## src/rtl/mcu_sequencer.sv

```systemverilog
// mcu_sequencer: multicycle control unit that fetches, decodes and sequences the integer datapath.
// Defining MCU_HILO_EN adds mult/div/mfhi/mflo; otherwise those functs trap to HALT.
module mcu_sequencer #(
  parameter logic [4:0] RESET_STATE = 5'd0
) (
  input  logic        clk,
  input  logic        reset,
  input  logic [31:0] ir,
  input  logic        im_ready,
  input  logic        dm_ready,
  input  logic        Z,
  input  logic        N,
  output logic        ir_ld,
  output logic        pc_ld,
  output logic [1:0]  pc_sel,
  output logic        im_cs,
  output logic        im_rd,
  output logic        dm_cs,
  output logic        dm_rd,
  output logic        dm_wr,
  output logic        imm_zext,
  output logic        D_En,
  output logic [1:0]  DA_Sel,
  output logic        S_Sel,
  output logic        T_Sel,
  output logic        D_In_Sel,
  output logic        HILO_ld,
  output logic [2:0]  Y_Sel,
  output logic [1:0]  D_OUT_Sel,
  output logic [4:0]  FS,
  output logic        halt,
  output logic [4:0]  state
);

  typedef enum logic [4:0] {
    RESET    = 5'd0,
    FETCH    = 5'd1,
    DECODE   = 5'd2,
    EXEC_R   = 5'd3,
    EXEC_I   = 5'd4,
    WB_RD    = 5'd5,
    WB_RT    = 5'd6,
    MEM_ADDR = 5'd7,
    LOAD_RD  = 5'd8,
    LOAD_WB  = 5'd9,
    STORE    = 5'd10,
    BRANCH   = 5'd11,
    JUMP     = 5'd12,
    JAL      = 5'd13,
    JR       = 5'd14,
    MULDIV   = 5'd15,
    MFHI     = 5'd16,
    MFLO     = 5'd17,
    HALT     = 5'd18
  } state_t;

  localparam logic [4:0] FS_PASS_S = 5'b00000;
  localparam logic [4:0] FS_ADD    = 5'b00010;
  localparam logic [4:0] FS_ADDU   = 5'b00011;
  localparam logic [4:0] FS_SUB    = 5'b00100;
  localparam logic [4:0] FS_SUBU   = 5'b00101;
  localparam logic [4:0] FS_SLT    = 5'b00110;
  localparam logic [4:0] FS_SLTU   = 5'b00111;
  localparam logic [4:0] FS_AND    = 5'b01000;
  localparam logic [4:0] FS_OR     = 5'b01001;
  localparam logic [4:0] FS_XOR    = 5'b01010;
  localparam logic [4:0] FS_NOR    = 5'b01011;
  localparam logic [4:0] FS_SLL    = 5'b01100;
  localparam logic [4:0] FS_SRL    = 5'b01101;
  localparam logic [4:0] FS_SRA    = 5'b01110;

  localparam logic [5:0] OP_RTYPE = 6'h00;
  localparam logic [5:0] OP_J     = 6'h02;
  localparam logic [5:0] OP_JAL   = 6'h03;
  localparam logic [5:0] OP_BEQ   = 6'h04;
  localparam logic [5:0] OP_BNE   = 6'h05;
  localparam logic [5:0] OP_ADDI  = 6'h08;
  localparam logic [5:0] OP_ORI   = 6'h0D;
  localparam logic [5:0] OP_LW    = 6'h23;
  localparam logic [5:0] OP_SW    = 6'h2B;

  state_t     state_q, state_d;
  state_t     decode_next;
  logic [4:0] alu_fs;
  logic [5:0] opcode, funct;
  logic       is_ori, is_imm_alu, branch_taken;
  logic       unused_inputs;

  assign opcode        = ir[31:26];
  assign funct         = ir[5:0];
  assign is_ori        = (opcode == OP_ORI);
  assign is_imm_alu    = (opcode == OP_ADDI) || is_ori || (opcode == OP_LW);
  assign branch_taken  = (opcode == OP_BEQ) ? Z : ~Z;
  assign unused_inputs = ^{N, ir[25:6]};

  // Instruction decode: the state that follows DECODE and the ALU function it will use.
  always_comb begin
    decode_next = HALT;
    alu_fs      = FS_PASS_S;
    case (opcode)
      OP_RTYPE: begin
        case (funct)
          6'h20: begin decode_next = EXEC_R; alu_fs = FS_ADD;  end
          6'h21: begin decode_next = EXEC_R; alu_fs = FS_ADDU; end
          6'h22: begin decode_next = EXEC_R; alu_fs = FS_SUB;  end
          6'h23: begin decode_next = EXEC_R; alu_fs = FS_SUBU; end
          6'h24: begin decode_next = EXEC_R; alu_fs = FS_AND;  end
          6'h25: begin decode_next = EXEC_R; alu_fs = FS_OR;   end
          6'h26: begin decode_next = EXEC_R; alu_fs = FS_XOR;  end
          6'h27: begin decode_next = EXEC_R; alu_fs = FS_NOR;  end
          6'h2A: begin decode_next = EXEC_R; alu_fs = FS_SLT;  end
          6'h2B: begin decode_next = EXEC_R; alu_fs = FS_SLTU; end
          6'h00: begin decode_next = EXEC_R; alu_fs = FS_SLL;  end
          6'h02: begin decode_next = EXEC_R; alu_fs = FS_SRL;  end
          6'h03: begin decode_next = EXEC_R; alu_fs = FS_SRA;  end
          6'h08: decode_next = JR;
`ifdef MCU_HILO_EN
          6'h18: begin decode_next = MULDIV; alu_fs = 5'b11110; end
          6'h1A: begin decode_next = MULDIV; alu_fs = 5'b11111; end
          6'h10: decode_next = MFHI;
          6'h12: decode_next = MFLO;
`endif
          default: decode_next = HALT;
        endcase
      end
      OP_ADDI:       begin decode_next = EXEC_I;   alu_fs = FS_ADD; end
      OP_ORI:        begin decode_next = EXEC_I;   alu_fs = FS_OR;  end
      OP_LW, OP_SW:  begin decode_next = MEM_ADDR; alu_fs = FS_ADD; end
      OP_BEQ, OP_BNE: begin decode_next = BRANCH;  alu_fs = FS_SUB; end
      OP_J:          decode_next = JUMP;
      OP_JAL:        decode_next = JAL;
      default:       decode_next = HALT;
    endcase
  end

  always_comb begin
    state_d = state_q;
    case (state_q)
      RESET:    state_d = FETCH;
      FETCH:    if (im_ready) state_d = DECODE;
      DECODE:   state_d = decode_next;
      EXEC_R:   state_d = WB_RD;
      EXEC_I:   state_d = WB_RT;
      MEM_ADDR: state_d = (opcode == OP_LW) ? LOAD_RD : STORE;
      LOAD_RD:  if (dm_ready) state_d = LOAD_WB;
      STORE:    if (dm_ready) state_d = FETCH;
      HALT:     state_d = HALT;
      default:  state_d = FETCH;
    endcase
  end

  always_ff @(posedge clk or posedge reset) begin
    if (reset) state_q <= state_t'(RESET_STATE);
    else       state_q <= state_d;
  end

  // Control word per state; pc_ld also follows im_ready in FETCH and the flag in BRANCH.
  always_comb begin
    ir_ld     = 1'b0;
    pc_ld     = 1'b0;
    pc_sel    = 2'b00;
    im_cs     = 1'b0;
    im_rd     = 1'b0;
    dm_cs     = 1'b0;
    dm_rd     = 1'b0;
    dm_wr     = 1'b0;
    imm_zext  = 1'b0;
    D_En      = 1'b0;
    DA_Sel    = 2'b00;
    S_Sel     = 1'b0;
    T_Sel     = 1'b0;
    D_In_Sel  = 1'b0;
    Y_Sel     = 3'b000;
    D_OUT_Sel = 2'b00;
    FS        = FS_PASS_S;
    case (state_q)
      FETCH:    begin im_cs = 1'b1; im_rd = 1'b1; ir_ld = 1'b1; pc_ld = im_ready; end
      DECODE:   begin T_Sel = is_imm_alu; imm_zext = is_ori; end
      EXEC_R:   FS = alu_fs;
      EXEC_I:   begin FS = alu_fs; T_Sel = 1'b1; imm_zext = is_ori; end
      WB_RD:    begin Y_Sel = 3'b010; D_En = 1'b1; end
      WB_RT:    begin Y_Sel = 3'b010; DA_Sel = 2'b01; D_En = 1'b1; end
      MEM_ADDR: begin FS = alu_fs; T_Sel = 1'b1; end
      LOAD_RD:  begin dm_cs = 1'b1; dm_rd = 1'b1; end
      LOAD_WB:  begin Y_Sel = 3'b011; DA_Sel = 2'b01; D_En = 1'b1; end
      STORE:    begin dm_cs = 1'b1; dm_wr = 1'b1; end
      BRANCH: begin
        FS     = alu_fs;
        pc_ld  = branch_taken;
        pc_sel = branch_taken ? 2'b01 : 2'b00;
      end
      JUMP:     begin pc_sel = 2'b10; pc_ld = 1'b1; end
      JAL: begin
        Y_Sel  = 3'b100;
        DA_Sel = 2'b10;
        D_En   = 1'b1;
        pc_sel = 2'b10;
        pc_ld  = 1'b1;
      end
      JR:       begin pc_sel = 2'b11; pc_ld = 1'b1; end
      MULDIV:   FS = alu_fs;
      MFHI:     begin Y_Sel = 3'b000; D_En = 1'b1; end
      MFLO:     begin Y_Sel = 3'b001; D_En = 1'b1; end
      default:  ;
    endcase
  end

`ifdef MCU_HILO_EN
  assign HILO_ld = (state_q == MULDIV);
`else
  assign HILO_ld = 1'b0;
`endif

  assign halt  = (state_q == HALT);
  assign state = state_q;

endmodule

```

## config.mk

```make
export PLATFORM = sky130hd
export DESIGN_NAME = mcu_sequencer
export DESIGN_NICKNAME = d
export VERILOG_FILES = /design/src/rtl/mcu_sequencer.sv
export SDC_FILE = /design/constraint.sdc
export NUM_CORES = 1
export LEC_CHECK = 0
export CELL_PAD_IN_SITES_DETAIL_PLACEMENT = 0
export CELL_PAD_IN_SITES_GLOBAL_PLACEMENT = 1
export CORE_UTILIZATION = 27
export DETAILED_ROUTE_END_ITERATION = 8
export GPL_TIMING_DRIVEN = 0
export PLACE_DENSITY_LB_ADDON = 0.1
export SLEW_MARGIN = 10
export SYNTH_ARGS = -nofsm -noshare
export SYNTH_HDL_FRONTEND = slang
export SYNTH_SLANG_ARGS = --single-unit
```

## constraint.sdc

```tcl
create_clock -name clk -period 4.5 [get_ports clk]
set_input_delay 0.9 -clock clk [delete_from_list [all_inputs] [get_ports clk]]
set_output_delay 0.9 -clock clk [all_outputs]
set_load 0.01 [all_outputs]
```

# == After elaboration in Yosys (flattened, before gate mapping) ==
# Index checks and enable logic that the tools add are counted.
# word_totals
regBits,5
inputBits,38
word_cells,86
# classes
eq_ne,42
mux,23
bitwise_logic,1
reduce_logical,19
# op_table
operator,n
6-bit == test (second input constant),12
4-bit one-hot mux with 13 select lines,1
5-bit by 4-bit == test with 1-bit output (second input constant),8
5-bit one-hot mux with 8 select lines,1
5-bit one-hot mux with 6 select lines,1
6-bit by 2-bit == test with 1-bit output (second input constant),4
5-bit by 3-bit == test with 1-bit output (second input constant),4
5-bit two-way mux,4
6-bit by 4-bit == test with 1-bit output (second input constant),3
2-bit OR reduction,9
4-bit one-hot mux with 4 select lines,1
5-bit == test (second input constant),3
13-bit OR reduction,1
6-bit by 3-bit == test with 1-bit output (second input constant),2
6-bit logical NOT,2
3-bit one-hot mux with 4 select lines,1
5-bit by 2-bit == test with 1-bit output (second input constant),2
5-bit one-hot mux with 2 select lines,1
1-bit two-way mux,8
2-bit inequality test (second input constant),3
2-bit one-hot mux with 3 select lines,1
3-bit OR reduction,2
6-bit OR reduction,1
5-bit by 1-bit == test with 1-bit output (second input constant),1
other kinds (8),9

# == Depth between registers and ports, before layout ==
# Gate-level depths: netlist (run 1).
# depth
depth_word,5
ltp_mapped,6
depth_no_buf,5

# == Worst setup path before layout (run 1) ==
# Ideal clock, no wire load.
# synth_timing
path_type,input to output
from,input ir[27]
to,output pc_ld
arrival_ns,2.176
setup_slack_ns,1.424
cell_stages,5
path_buffers,0
path_cell_list,or4b_4 nor3_2 xor2_1 or4_1 o21ai_0
# synth_via
elab_chain_len,3
# synth_lines
element,line_no,source
"start, declared",8,"input logic [31:0] ir,"
6-bit by 3-bit == test with 1-bit output,93,assign branch_taken = (opcode == OP_BEQ) ? Z : ~Z;
1-bit two-way mux,93,
1-bit one-hot mux with 3 select lines,176,case (state_q)
"end, declared",14,"output logic pc_ld,"
# No other way between the ends.

# == Final worst setup path (run 1) ==
# layout_timing
from,input ir[30]
to,output pc_sel[0]
# layout_via
elab_chain_len,4
# layout_lines
element,line_no,source
6-bit by 3-bit == test with 1-bit output,93,
1-bit two-way mux,93,
1-bit two-way mux,190,pc_sel = branch_taken ? 2'b01 : 2'b00;
2-bit one-hot mux with 3 select lines,176,
"end, declared",15,"output logic [1:0] pc_sel,"
# No other way between the ends.

==> results.py, run 1 <==
metrics = {
    "status": {
        "status": "finished clean",
    },
    "pwr": {
        "pwr-share-comb_pct": 76.2,
        "vdd_drop_max_mv": 0.155,
        "leakagePower_nw": 0.689,
        "switchingPower_mw": 0.324,
        "pwr-share-seq_pct": 12.0,
        "power.density_mw_per_mm2": 410,
        "pwr-share-clk_pct": 11.7,
        "p_int_mw": 0.386,
        "switching_share_pct": 45.7,
    },
    "die": {
        "coreArea_mm2": 0.00412,
        "die-area_mm2": 0.00470,
        "ioPinCount": 71,
        "rows": 23,
        "die_y_um": 68.5,
        "fp.dieW_um": 68.5,
        "initial_core_util_pct": 29.0,
    },
    "timing": {
        "finClkSkew_ns": 0.00441,
        "hold_viol": 0,
        "drv_slew": 0,
        "slew-limit-headroom_pct": 59.8,
        "fin_crit_sh_pct": 95.9,
        "period_needed_ns": 4.31,
        "setup_viol": 0,
        "setup_tns_ns": 0,
        "rsz0062_at_grt": "no",
        "fmax_ghz": 0.232,
        "worst_slew_pin_slew_ns": 0.598,
    },
    "synth": {
        "synth_top_cell_by_area": "dfrtp_1",
        "ys_seq_area_share_pct": 10.5,
        "ys_warn_count": 0,
        "yosysMostFrequentCell": "nand2_1",
        "postSynthAreaPerCell_um2": 6.60,
        "synth.area.top_cells": "dfrtp_1 (10%), nand2_1 (7.2%), buf_4 (5.7%), o21ai_0 (5.4%), nor2_1 (5.3%)",
        "async_reset_ff_share_pct": 100,
        "synth_cell_type_count": 53,
        "ys.flop_type": "dfrtp_1",
        "synth_top_area_share_pct": 10.5,
        "syn_inst": 181,
        "synth_edf_count": 0,
        "synth_seq_cells": 5,
        "synthesis.area_mm2": 0.00119,
        "synthTopCellsByCount": "nand2_1 (23), nor2_1 (17), o21ai_0 (13)",
    },
    "global_route": {
        "grt_pass1_vias": 1286,
        "antenna_found_initial": 0,
        "grt_max_degree": 11,
        "grt-ovfl-total": 0,
        "track_usage_pct": 17.0,
        "grt_pass1_wl_mm": 6.05,
    },
    "final_layout": {
        "area_growth_pct": 44.9,
        "layout-drive-gt1-share_pct": 14.3,
        "multi_input_area_um2": 932,
        "largest_register_ffs": 5,
        "seq_area_um2": 125,
        "nets": 270,
        "fill_cells": 443,
        "final_cell_area_mm2": 0.00173,
        "diodes": 0,
    },
    "clocking": {
        "post_cts_buffers": 0,
        "clkSinkCount": 5,
        "cts_root_buf": "clkbuf_8",
        "cts_made_buffers": 3,
        "clockBufferDepth": 2,
        "ctsResizeCount": 0,
        "clk_pin_slew_ns": 0.04,
        "hold_buffers": 0,
        "cts_max_level": 1,
        "insertion_delay_ns": 0.23,
        "cts_tree": "done",
    },
    "worst_setup_path": {
        "crit_type": "input port to output pin",
        "critPathMaxFanout": 9,
        "cp.required_ns": 3.60,
        "crit_arrival_ns": 3.41,
        "cp-start-kind": "input port",
        "critPathCaptureType": "output pin",
    },
    "detailed_routing": {
        "postRouteAntennaNets": 0,
        "wirelength_mm": 3.70,
        "drtIter0Drc": 124,
        "drc": 0,
        "wl_per_cell_um": 13.2,
        "via_per_inst": 5.28,
        "vias": 1483,
        "firstDrtPassIters": 4,
    },
    "placement": {
        "place_hpwl_mm": 3.06,
        "placed_cell_area_mm2": 0.00169,
        "port_buffers": 41,
        "gp_congestion": 0.875,
    },
    "worst_hold_path": {
        "hp-class": "register to register",
    },
    "job": {
        "maxCapViolCount": 0,
    },
}
[per-layer routing]
layer / global-route usage (%) / share of wire, % / up-vias
li1: - / - / 741
met4: 3.91 / 0.76 / 0
met1: 24.4 / 47 / 692
met2: 27.1 / 46 / 48
met3: 1.48 / 5.4 / 2
met5: 0 / 0 / -
[layout make-up]
type	count	share of cell area [%]
buffer	21	7.51
inverter	7	1.52
clock buffer	4	2.60
multi-input combinational	153	53.8
tap	50	3.61
timing repair buffer	41	23.7
sequential	5	7.23
[placed cells by master, fill, tap and decap left out, drive strengths merged, types with 2 or more instances in the layout]
cell,synthesis,final
nand3b,2,2
buf,19,19
a21boi,2,2
a21oi,11,11
conb,1,6
o22ai,2,2
xor2,2,2
o21ai,15,15
nor2,17,17
nand2,23,23
a32oi,3,3
nand4,2,2
or2,2,2
a31oi,3,3
xnor2,2,2
nor2b,9,9
clkbuf,2,6
a211oi,2,2
nand2b,7,7
nor3,15,15
clkdlybuf4s50,0,41
or4,2,2
nand3,3,3
dfrtp,5,5
inv,7,7
nand4b,2,2
o31a,2,2
[logic make-up after synthesis]
| kind of cell | after synthesis | share of synthesized area, % |
|---|---|---|
| AND/OR/NAND/NOR | 93 | 45.2 |
| AO/OA/AOI/OAI | 50 | 28.0 |
| buffers and inverters | 28 | 13.1 |
| flip-flops | 5 | 10.5 |
| XOR/XNOR | 4 | 2.93 |
| other | 1 | 0.314 |
[worst max-delay path, stage by stage]
cell	delay, ns
clkdlybuf4s50_1	0.59
or4b_4	0.60
nor3_2	0.14
xor2_1	0.10
or4_1	0.43
o21ai_0	0.10
clkdlybuf4s50_1	0.56
[metrics by stage]
step	cells	utilization (%)	total power, mW	hold slack (ns)	setup WS [ns]
3_3_place_gp	277	41.0	0.629	0.838	0.189
4_1_cts	281	42.1	0.712	0.849	0.172
3_5_place_dp	277	41.0	0.627	0.845	0.175
5_1_grt	281	42.1	0.774	0.883	0.0416
6_report	281	42.1	0.710	0.832	0.187
2_1_floorplan	186	-	0.416	0.679	1.42
[worst paths after layout]
| check | start | slack (ns) | cells after the start | end |
|---|---|---|---|---|
| worst max-delay path | ir[30] | 0.19 | 7 | pc_sel[0] |
| max in group asynchronous | reset | 3.46 | 2 | state[1]$_DFFE_PP0P_ |
| worst min register to register | state[2]$_DFFE_PP0P_ | 0.83 | 4 | state[2]$_DFFE_PP0P_ |
| min in group asynchronous | reset | 0.87 | 2 | state[0]$_DFFE_PP0P_ |
| worst min-delay path | state[2]$_DFFE_PP0P_ | 0.83 | 4 | state[2]$_DFFE_PP0P_ |
| worst max register to register | state[2]$_DFFE_PP0P_ | 2.68 | 6 | state[1]$_DFFE_PP0P_ |
[power by group through the flow]
stage / combinational [mW] / sequential (mW) / clock [mW]
after detailed placement: 0.541 / 0.0859 / 0
final: 0.541 / 0.0855 / 0.0833
after CTS: 0.543 / 0.0854 / 0.0843
after floorplan: 0.329 / 0.0873 / 0
after global routing: 0.595 / 0.0885 / 0.0902
after global placement: 0.544 / 0.0854 / 0
(Power assumes the default switching activity.)
==> run 2, diff against run 1 <==
--- a/config.mk
+++ b/config.mk
@@ -10,7 +10,7 @@
 export CORE_UTILIZATION = 27
 export DETAILED_ROUTE_END_ITERATION = 8
 export GPL_TIMING_DRIVEN = 0
-export PLACE_DENSITY_LB_ADDON = 0.1
+export PLACE_DENSITY = 0.91
 export SLEW_MARGIN = 10
 export SYNTH_ARGS = -nofsm -noshare
 export SYNTH_HDL_FRONTEND = slang
==> run 2 against run 1 <==
- sequential power fell by 0.7%
- utilization stayed put
- maximum frequency about the same
- die area is the same
- non-clock buffer count unchanged
- first-iteration DRC count grew 33%
- combinational power hardly changed
- largest cell class unchanged
==> results.py, run 2 (synthesized netlist as in run 1, its figures left out) <==
metrics = {
    "status": {
        "status": "finished clean",
    },
    "worst_setup_path": {
        "cp.required_ns": 3.60,
        "crit_arrival_ns": 3.41,
        "critPathCaptureType": "output pin",
        "cp-startpoint": "ir[30]",
        "worst-r2r-setup-slack_ns": 2.63,
        "ff2ff_path_depth": 6,
        "r2r-end": "state[1]$_DFFE_PP0P_",
        "critPathMaxFanout": 9,
        "rr_startpoint": "state[2]$_DFFE_PP0P_",
        "crit_path_end": "pc_ld",
        "cp-start-kind": "input port",
        "crit_type": "input port to output pin",
    },
    "final_layout": {
        "seq_area_um2": 125,
        "nets": 270,
        "area_growth_pct": 44.9,
        "layout_common_cells": "clkdlybuf4s50_1 (41), nand2_1 (23), nor2_1 (17)",
        "diodes": 0,
        "final_common_cell": "clkdlybuf4s50_1",
        "fin_cells": 281,
        "fill_cells": 431,
        "largest_register_ffs": 5,
        "layout-drive-gt1-share_pct": 14.3,
        "multi_input_area_um2": 932,
    },
    "placement": {
        "placed_cells": 277,
        "port_buffers": 41,
        "gp_congestion": 0.842,
        "place_hpwl_mm": 2.82,
    },
    "timing": {
        "fin_crit_sh_pct": 95.8,
        "fmax_ghz": 0.232,
        "period_needed_ns": 4.31,
        "finClkSkew_ns": 0.00257,
        "rsz0062_at_grt": "no",
        "slew-limit-headroom_pct": 58.0,
        "drv_slew": 0,
        "hold_viol": 0,
        "worst_slew_pin_slew_ns": 0.625,
        "setup_viol": 0,
        "setup_tns_ns": 0,
    },
    "clocking": {
        "ctsResizeCount": 0,
        "insertion_delay_ns": 0.22,
        "clockBufferDepth": 2,
        "clkSinkCount": 5,
        "cts_tree": "done",
        "cts_max_level": 1,
        "cts_made_buffers": 3,
        "cts_root_buf": "clkbuf_8",
        "clk_pin_slew_ns": 0.03,
        "post_cts_buffers": 0,
        "hold_buffers": 0,
    },
    "detailed_routing": {
        "via_per_inst": 5.05,
        "wirelength_mm": 3.51,
        "drc": 0,
        "wl_per_cell_um": 12.5,
        "drtIter0Drc": 165,
        "vias": 1420,
        "postRouteAntennaNets": 0,
        "firstDrtPassIters": 4,
    },
    "worst_hold_path": {
        "hp-class": "register to register",
    },
    "die": {
        "initial_core_util_pct": 29.0,
        "coreArea_mm2": 0.00412,
        "rows": 23,
        "die-area_mm2": 0.00470,
        "die_y_um": 68.5,
        "ioPinCount": 71,
        "fp.dieW_um": 68.5,
    },
    "pwr": {
        "p_total_mw": 0.705,
        "leakagePower_nw": 0.689,
        "vdd_drop_max_mv": 0.142,
        "power.density_mw_per_mm2": 407,
    },
    "job": {
        "maxCapViolCount": 0,
    },
    "global_route": {
        "track_usage_pct": 15.9,
        "antenna_found_initial": 0,
        "grt_pass1_vias": 1228,
        "grt_pass1_wl_mm": 5.79,
        "grt_max_degree": 11,
        "grt-ovfl-total": 0,
    },
}
-- run 2: final cells by class --
| cell class | instances | area share (%) |
|---|---|---|
| plain buffers | 21 | 7.51 |
| clock buffers | 4 | 2.60 |
| inverters | 7 | 1.52 |
| multi-input cells | 153 | 53.8 |
| flip-flops and latches | 5 | 7.23 |
| well taps | 50 | 3.61 |
| repair buffers | 41 | 23.7 |
-- run 2: worst max-delay path, stage by stage --
cell and delay [ns]:
clkdlybuf4s50_1 0.58, or4b_4 0.60, nor3_2 0.14, xor2_1 0.08, or4_1 0.43, o21ai_0 0.10, clkdlybuf4s50_1 0.57
-- run 2: worst min path at each step --
| stage | from | end | slack (ns) | cells past startpoint |
|---|---|---|---|---|
| 4_1_cts | state[2]$_DFFE_PP0P_ | state[2]$_DFFE_PP0P_ | 0.85 | 4 |
| 3_3_place_gp | state[2]$_DFFE_PP0P_ | state[2]$_DFFE_PP0P_ | 0.84 | 4 |
| 5_1_grt | reset | state[2]$_DFFE_PP0P_ | 0.90 | 2 |
| 6_report | state[2]$_DFFE_PP0P_ | state[2]$_DFFE_PP0P_ | 0.86 | 4 |
| 3_5_place_dp | state[2]$_DFFE_PP0P_ | state[2]$_DFFE_PP0P_ | 0.83 | 4 |
| 2_1_floorplan | reset | state[0]$_DFFE_PP0P_ | 0.68 | 1 |
-- run 2: routing by layer --
metal / vias to the layer above / part of all wire, % / track usage [%]
met4: 0 / 0.11 / 2.34
li1: 743 / - / -
met1: 628 / 46 / 22.6
met3: 2 / 5.9 / 1.81
met5: - / 0 / 0
met2: 47 / 48 / 26.0
-- run 2: report_power, final --
part	total (mW)	internal, mW	switching (mW)
clock network	0.0799	0.0606	0.0193
logic	0.540	0.262	0.278
registers	0.0849	0.0629	0.0220
-- run 2: through the flow --
step                worst slack, ns  hold WS [ns]  utilization [%]  instance area (um2)
finish                        0.188         0.863             42.1                 1730
global route                 0.0588         0.903             42.1                 1730
CTS                           0.169         0.845             42.1                 1730
detailed placement            0.175         0.833             41.0                 1690
global placement              0.198         0.845             41.0                 1690
floorplan                      1.42         0.679                -                 1210
